**src/rtl/sdram_arb_pkg.sv**
```systemverilog
// Shared types and widths for the sdram port arbiter and its pickers.
package sdram_arb_pkg;

    typedef enum logic [2:0] {
        IDLE,
        ISSUE,
        BLANK,
        WAIT,
        DONE
    } state_t;

    localparam int ADDR_W = 27;
    localparam int DATA_W = 16;
    localparam int WTBT_W = 2;

    // Low bit of element idx in a packed bus of width-bit elements.
    function automatic int slice_lo(input int idx, input int width);
        return idx * width;
    endfunction

endpackage

```
**src/rtl/sdram_arbiter_rr_pick.sv**
```systemverilog
// Combinational requester picker: round-robin after ptr, or lowest index when fixed.
module rr_pick #(
    parameter int N     = 3,
    parameter int IDX_W = (N > 1) ? $clog2(N) : 1
) (
    input  logic [N-1:0]     req,
    input  logic [IDX_W-1:0] ptr,
    input  logic             fixed,
    output logic             valid,
    output logic [IDX_W-1:0] idx
);

    always_comb begin
        valid = |req;
        idx   = '0;
        if (fixed) begin
            for (int i = N - 1; i >= 0; i--) begin
                if (req[IDX_W'(i)]) idx = IDX_W'(i);
            end
        end else begin
            // Walk the search order backwards so the nearest candidate after ptr wins.
            for (int k = N; k >= 1; k--) begin
                if (req[IDX_W'((int'(ptr) + k) % N)]) idx = IDX_W'((int'(ptr) + k) % N);
            end
        end
    end

endmodule

```
**src/rtl/sdram_arbiter.sv**
```systemverilog
// Shares one sdram controller port among N level-request clients with one-cycle acks.
//
// state | meaning
// IDLE  | wait for controller ready and any request, then grant and strobe
// ISSUE | rd/we strobe high for this single cycle
// BLANK | controller ready ignored while its registered ready drop settles
// WAIT  | wait for ready (or timeout), then capture data and ack
// DONE  | ack high for this single cycle
module sdram_arbiter
    import sdram_arb_pkg::*;
#(
    parameter int N          = 3,
    parameter int FIXED_PRIO = 0,
    parameter int BLANK_CYC  = 2,
    parameter int TIMEOUT    = 1023
) (
    input  logic                clk,
    input  logic                reset,
    input  logic [N-1:0]        req_rd,
    input  logic [N-1:0]        req_we,
    input  logic [N*ADDR_W-1:0] req_addr,
    input  logic [N*DATA_W-1:0] req_din,
    input  logic [N*WTBT_W-1:0] req_wtbt,
    output logic [N-1:0]        req_ack,
    output logic [DATA_W-1:0]   req_dout,
    output logic                req_err,
    output logic [ADDR_W-1:0]   sd_addr,
    output logic [DATA_W-1:0]   sd_din,
    output logic [WTBT_W-1:0]   sd_wtbt,
    output logic                sd_rd,
    output logic                sd_we,
    input  logic                sd_ready,
    input  logic [DATA_W-1:0]   sd_dout
);

    localparam int IDX_W = (N > 1) ? $clog2(N) : 1;
    localparam int BLK_W = (BLANK_CYC > 0) ? $clog2(BLANK_CYC + 1) : 1;
    localparam int TMO_W = (TIMEOUT > 1) ? $clog2(TIMEOUT) : 1;

    state_t           state;
    logic [IDX_W-1:0] g;
    logic [IDX_W-1:0] ptr;
    logic             op_we;
    logic [BLK_W-1:0] blk_cnt;
    logic [TMO_W-1:0] tmo_cnt;

    logic [N-1:0]      req_any;
    logic              pick_valid;
    logic [IDX_W-1:0]  pick_idx;
    logic [N-1:0]      ack_vec;
    logic [ADDR_W-1:0] addr_sl [N];
    logic [DATA_W-1:0] din_sl  [N];
    logic [WTBT_W-1:0] wtbt_sl [N];

    assign req_any = req_rd | req_we;
    assign ack_vec = {{(N-1){1'b0}}, 1'b1} << g;

    for (genvar i = 0; i < N; i++) begin : g_slice
        assign addr_sl[i] = req_addr[slice_lo(i, ADDR_W) +: ADDR_W];
        assign din_sl[i]  = req_din[slice_lo(i, DATA_W) +: DATA_W];
        assign wtbt_sl[i] = req_wtbt[slice_lo(i, WTBT_W) +: WTBT_W];
    end

    rr_pick #(
        .N     (N),
        .IDX_W (IDX_W)
    ) u_pick (
        .req   (req_any),
        .ptr   (ptr),
        .fixed (FIXED_PRIO != 0),
        .valid (pick_valid),
        .idx   (pick_idx)
    );

    always_ff @(posedge clk or posedge reset) begin
        if (reset) begin
            state    <= IDLE;
            g        <= '0;
            ptr      <= IDX_W'(N - 1);
            op_we    <= 1'b0;
            blk_cnt  <= '0;
            tmo_cnt  <= '0;
            req_ack  <= '0;
            req_dout <= '0;
            req_err  <= 1'b0;
            sd_addr  <= '0;
            sd_din   <= '0;
            sd_wtbt  <= '0;
            sd_rd    <= 1'b0;
            sd_we    <= 1'b0;
        end else begin
            case (state)
                IDLE: begin
                    if (sd_ready && pick_valid) begin
                        g       <= pick_idx;
                        ptr     <= pick_idx;
                        sd_addr <= addr_sl[pick_idx];
                        sd_din  <= din_sl[pick_idx];
                        sd_wtbt <= wtbt_sl[pick_idx];
                        op_we   <= req_we[pick_idx];
                        sd_we   <= req_we[pick_idx];
                        sd_rd   <= ~req_we[pick_idx];
                        state   <= ISSUE;
                    end
                end
                ISSUE: begin
                    sd_rd <= 1'b0;
                    sd_we <= 1'b0;
                    if (BLANK_CYC == 0) begin
                        tmo_cnt <= TMO_W'(TIMEOUT - 1);
                        state   <= WAIT;
                    end else begin
                        blk_cnt <= BLK_W'(BLANK_CYC);
                        state   <= BLANK;
                    end
                end
                BLANK: begin
                    blk_cnt <= blk_cnt - 1'b1;
                    if (blk_cnt <= BLK_W'(1)) begin
                        tmo_cnt <= TMO_W'(TIMEOUT - 1);
                        state   <= WAIT;
                    end
                end
                WAIT: begin
                    if (sd_ready) begin
                        if (!op_we) req_dout <= sd_dout;
                        req_ack <= ack_vec;
                        state   <= DONE;
                    end else if (tmo_cnt == '0) begin
                        req_err <= 1'b1;
                        req_ack <= ack_vec;
                        state   <= DONE;
                    end else begin
                        tmo_cnt <= tmo_cnt - 1'b1;
                    end
                end
                DONE: begin
                    req_ack <= '0;
                    state   <= IDLE;
                end
                default: state <= IDLE;
            endcase
        end
    end

endmodule

```
**config.mk**
```make
export PLATFORM = sky130hd
export DESIGN_NAME = sdram_arbiter
export DESIGN_NICKNAME = d
export VERILOG_FILES = /design/src/rtl/sdram_arb_pkg.sv /design/src/rtl/sdram_arbiter_rr_pick.sv /design/src/rtl/sdram_arbiter.sv
export SDC_FILE = /design/constraint.sdc
export NUM_CORES = 1
export LEC_CHECK = 0
export CAP_MARGIN = 0
export CORE_MARGIN = 4
export CORE_UTILIZATION = 35
export DETAILED_ROUTE_END_ITERATION = 10
export PLACE_DENSITY = 0.76
export SYNTH_ARGS = -nofsm -noshare
export SYNTH_HDL_FRONTEND = slang
export SYNTH_SLANG_ARGS = --single-unit
```
**constraint.sdc**
```tcl
create_clock -name clk -period 2.5 [get_ports clk]
set_clock_uncertainty 0.1 [all_clocks]
set_input_delay 0.25 -clock clk [delete_from_list [all_inputs] [get_ports clk]]
set_output_delay 0.25 -clock clk [all_outputs]
set_load 0.01 [all_outputs]
```
==> out/results.env <==
CLKLATENCYLATEPIN_PS=350
DIEWIDTH_UM=118.2
CRITICAL_PATH.ENDPOINT_TYPE='flip-flop'
TOTAL_POWER_mW=9.009
FLOORPLAN.INITIALDENSITY_PCT=36.47
WORST_PATH_DOMINANT_CELL_FAMILY='simple AND/OR/NAND/NOR gates'
VIOLATIONS='negative setup slack'
TRITONCTS='yes'
SLACK_OF_THE_WORST_REG_TO_REG_PATH_PS=-80
CTS_BUFFER_DEPTH=2
SYNTH_TOP_AREA_SHARE_PCT=50.01
POWER.DENSITY_mW_PER_MM2=1234
DRT_FIRST_PASS_ITERS=5
MAX_FREQ_GHz=0.3875
DPL.HPWL_MM=10.79
IO_PINS=227
MET2_WIRELENGTH_MM=7.675
CP-START-KIND='flip-flop'
TIMING_WORST_SLEW_PIN_VALUE_PS=692.2
SYNTH_TOP_FLOP_CELL='sky130_fd_sc_hd__dfrtp_1'
MAXCAPVIOLCOUNT=0
PORT_BUFFERS=226
VIAS=4440
WL_MET1_MM=5.715
TOP_LAYER='met4'
FILL_CELLS=930
ROUTE.MET3.WL_MM=1.133
NUMBER_OF_NETS_IN_THE_SYNTHESIZED_NETLIST=609
ASYNC_RESET_FF_SHARE_PCT=100.0
CRIT_PATH_TOP_DELAY_CELL='sky130_fd_sc_hd__dfstp_2'
SYNTH_AREA_LEADERS='sky130_fd_sc_hd__dfrtp_1 50%, sky130_fd_sc_hd__nand2_1 9.5%, sky130_fd_sc_hd__o22ai_1 7.2%, sky130_fd_sc_hd__a31oi_1 6.9%, sky130_fd_sc_hd__mux2_2 4.5%'
NUMBER_OF_DRC_VIOLATIONS_AFTER_DETAILED_ROUTING=0
TIMING.SETUP.CRITICAL_PATH_CLASS='flip-flop to flip-flop'
WORSTPATHREQUIRED_PS=2610
MEAN_ROUTED_WIRELENGTH_PER_CELL_UM=17.76
GRT_FIRST_PASS_WIRELENGTH_MM=23.76
DETAIL_ROUTE.ITER0.VIOLATIONS=180
HOLD_VIOLATIONS=0
CLOCK_TRANSITION_AT_PATH_REGS_PS=70
FINAL_MIN_PERIOD_OVER_CLOCK_PERIOD_PCT=103.2
SETUP_VIOL=27
GRT_PASS1_VIAS=4792
CP.ARRIVAL_PS=2690
CTS_BUFFERS=9
AREA_DELTA_SYNTH_FINAL_PCT=71.64
GRTUSAGETOTAL_PCT=21.06
COUNT_OF_CELL_TYPES_IN_THE_NETLIST=46
SYNTH_TOP_CELL_BY_AREA='sky130_fd_sc_hd__dfrtp_1'
POWER.IR.VDD_WORST_mV=0.6170
ROWS=39
DIE_Y_UM=118.2
POST_LAYOUT_CELL_COUNT=838
CTS.SINKS=86
CRITICAL_PATH.CELL_CHAIN='inv_2 > ha_4 > and2b_1 > a2bb2oi_1 > or4b_4 > a21oi_4 > mux2i_2 > buf_4 > o22ai_2'
POWER.STATIC_LEAKAGE_nW=2.914
WORSTHOLDPATHTYPE='input port to asynchronous set/reset pin'
SYN_AVG_CELL_AREA_SQ_UM=9.600
FINAL-MAX-SLEW-VIOLATION-COUNT=0
FINAL_LAYOUT_SIZE_SUFFIX_GT1_SHARE_PCT=13.24
PLACE.DETAILED.INSTANCES=818
ROUTED_WL_MM=14.88
ANTENNA_CELLS=0
DIE_AREA_SQ_MM=0.01398
VIA_PER_INST=5.298
YOSYS_WARNINGS=0
GRT_OVERFLOW_TOTAL=0
POST-ROUTE-WORST-SETUP-SLACK_PS=-80.66
CLOCK-ROOT-BUFFER='sky130_fd_sc_hd__clkbuf_16'
FINAL_NETS=856
COMBINED_AREA_OF_ALL_SYNTHESIZED_CELLS_SQ_MM=0.004253
ANTENNA_LEFT=0
HOLDBUFCOUNTCTS=0
SLEW-LIMIT-HEADROOM_PCT=53.19
CRITICAL_PATH.N_BUFFERS_INVERTERS=2
CTSHTREEMAXLEVEL=3
SYNTH_EDF_COUNT=0
SYN_INST=443
CRIT_FANOUT=3
STATUS='complete, but fails checks'
ANTENNA_FOUND_INITIAL=0
YOSYSSEQAREASHARE_PCT=50.63
CRITICAL_PATH.MAX_STAGE_DELAY_PS=570
SYNTH_SEQ_CELLS=86
GPL_CONGESTION=0.8303
PERIOD_MINUS_SLACK_PS=2581
GRT_START_MAX_NET_PINS=48
DESIGN.CORE.AREA_SQ_MM=0.01166
RSZ0062_AT_GRT='yes'
final timing paths:
check                      cells after the start                      to                start
min in group clk                               3  sd_addr[5]$_DFFE_PP0P_         req_addr[32]
max in group asynchronous                      3      ptr[1]$_DFFE_PP1P_                reset
hold / removal                                 2  tmo_cnt[3]$_DFFE_PP0P_                reset
hold reg to reg                                1     req_err$_DFFE_PP0P_  req_err$_DFFE_PP0P_
setup / recovery                               9       sd_we$_DFFE_PP0P_   ptr[1]$_DFFE_PP1P_
setup reg to reg                               9       sd_we$_DFFE_PP0P_   ptr[1]$_DFFE_PP1P_
kinds of logic (layout without fill, tap and decap cells):
family / count (synthesis) / in the layout / synth area share, %
simple gates: 164 / 164 / 17.42
fa+ha+maj: 6 / 6 / 1.765
compound gates: 123 / 123 / 18.68
buf+inv: 36 / 288 / 4.648
xor+xnor: 8 / 8 / 1.648
mux: 20 / 20 / 5.207
flops: 86 / 86 / 50.63
power by group:
part           switching (mW)  internal [mW]  total, mW
Clock                   0.579          0.777       1.36
Combinational            2.54           2.71       5.25
Sequential              0.370           2.03       2.40
Total                    3.49           5.52       9.01
through the flow:
step                setup TNS (ps)  utilization, %  setup slack [ps]  hold slack [ps]  area (sq um)
floorplan                        0               -             19.03            294.7          4257
global placement            -31.16           58.97            -31.16            364.8          6878
detailed placement           -1584           58.97            -79.44            370.3          6878
CTS                         -13.68           62.03            -13.68            229.9          7234
global route                 -4007           62.59            -133.2            266.8          7300
finish                      -890.3           62.59            -80.66            221.0          7300
flip-flops by register name, summed over array words and instances, names as in the netlist:
signal,count
sd_we,1
sd_rd,1
state,3
sd_din,16
sd_wtbt,2
req_err,1
req_ack,3
req_dout,16
sd_addr,27
blk_cnt,2
op_we,1
ptr,1
tmo_cnt,10
g,2
synth_stat cells, drive strengths merged (2+ instances only):
master  number
nor3         8
mux2i        3
nand3        3
a211oi       6
inv          7
nand2b       5
dfrtp       85
buf         14
a22oi        2
ha           6
xnor2        7
nor2b        4
a21oi        7
or2          2
nor4         5
or4          3
a31oi       47
mux2        17
o22ai       49
nor3b        5
o21ai        5
o22a         2
nand2      108
clkbuf      15
nor2        15
layout by cell type (no fill, tap or decap), drive strengths merged, types with 2 or more instances in the layout:
cell           synthesis  layout
ha                     6       6
nand3                  3       3
a211oi                 6       6
nor2                  15      15
o21ai                  5       5
nand2b                 5       5
clkinv                 0       4
or2                    2       2
mux2                  17      17
a22oi                  2       2
nor3b                  5       5
inv                    7       7
buf                   14      38
nor2b                  4       4
nand2                108     108
a21oi                  7       7
clkinvlp               0       2
o22a                   2       2
clkbuf                15      10
o22ai                 49      49
or4                    3       3
nor4                   5       5
mux2i                  3       3
nor3                   8       8
clkdlybuf4s50          0     226
dfrtp                 85      85
xnor2                  7       7
a31oi                 47      47
per-layer routing:
layer	vias up	track usage [%]
met2	183	36.83
met1	2123	23.40
met3	25	7.307
li1	2109	-
met4	0	8.571
met5	-	0
area by class of cell:
| cell class | count | area [sq um] | area share, % |
|---|---|---|---|
| clock inverters | 7 | 73.82 | 1.011 |
| well taps | 143 | 178.9 | 2.451 |
| flip-flops and latches | 86 | 2153 | 29.50 |
| clock buffers | 9 | 225.2 | 3.085 |
| inverters | 7 | 30.03 | 0.4114 |
| repair buffers | 265 | 2671 | 36.60 |
| multi-input cells | 321 | 1967 | 26.95 |
repair_timing:
item                                    4_1_cts  5_1_grt
pin swaps                                     2        7
resized for setup                             5        7
endpoints found under the setup margin       51       48
setup buffers                                 2        0
cloned                                        1        1
Power figures use the tool's default switching activity.
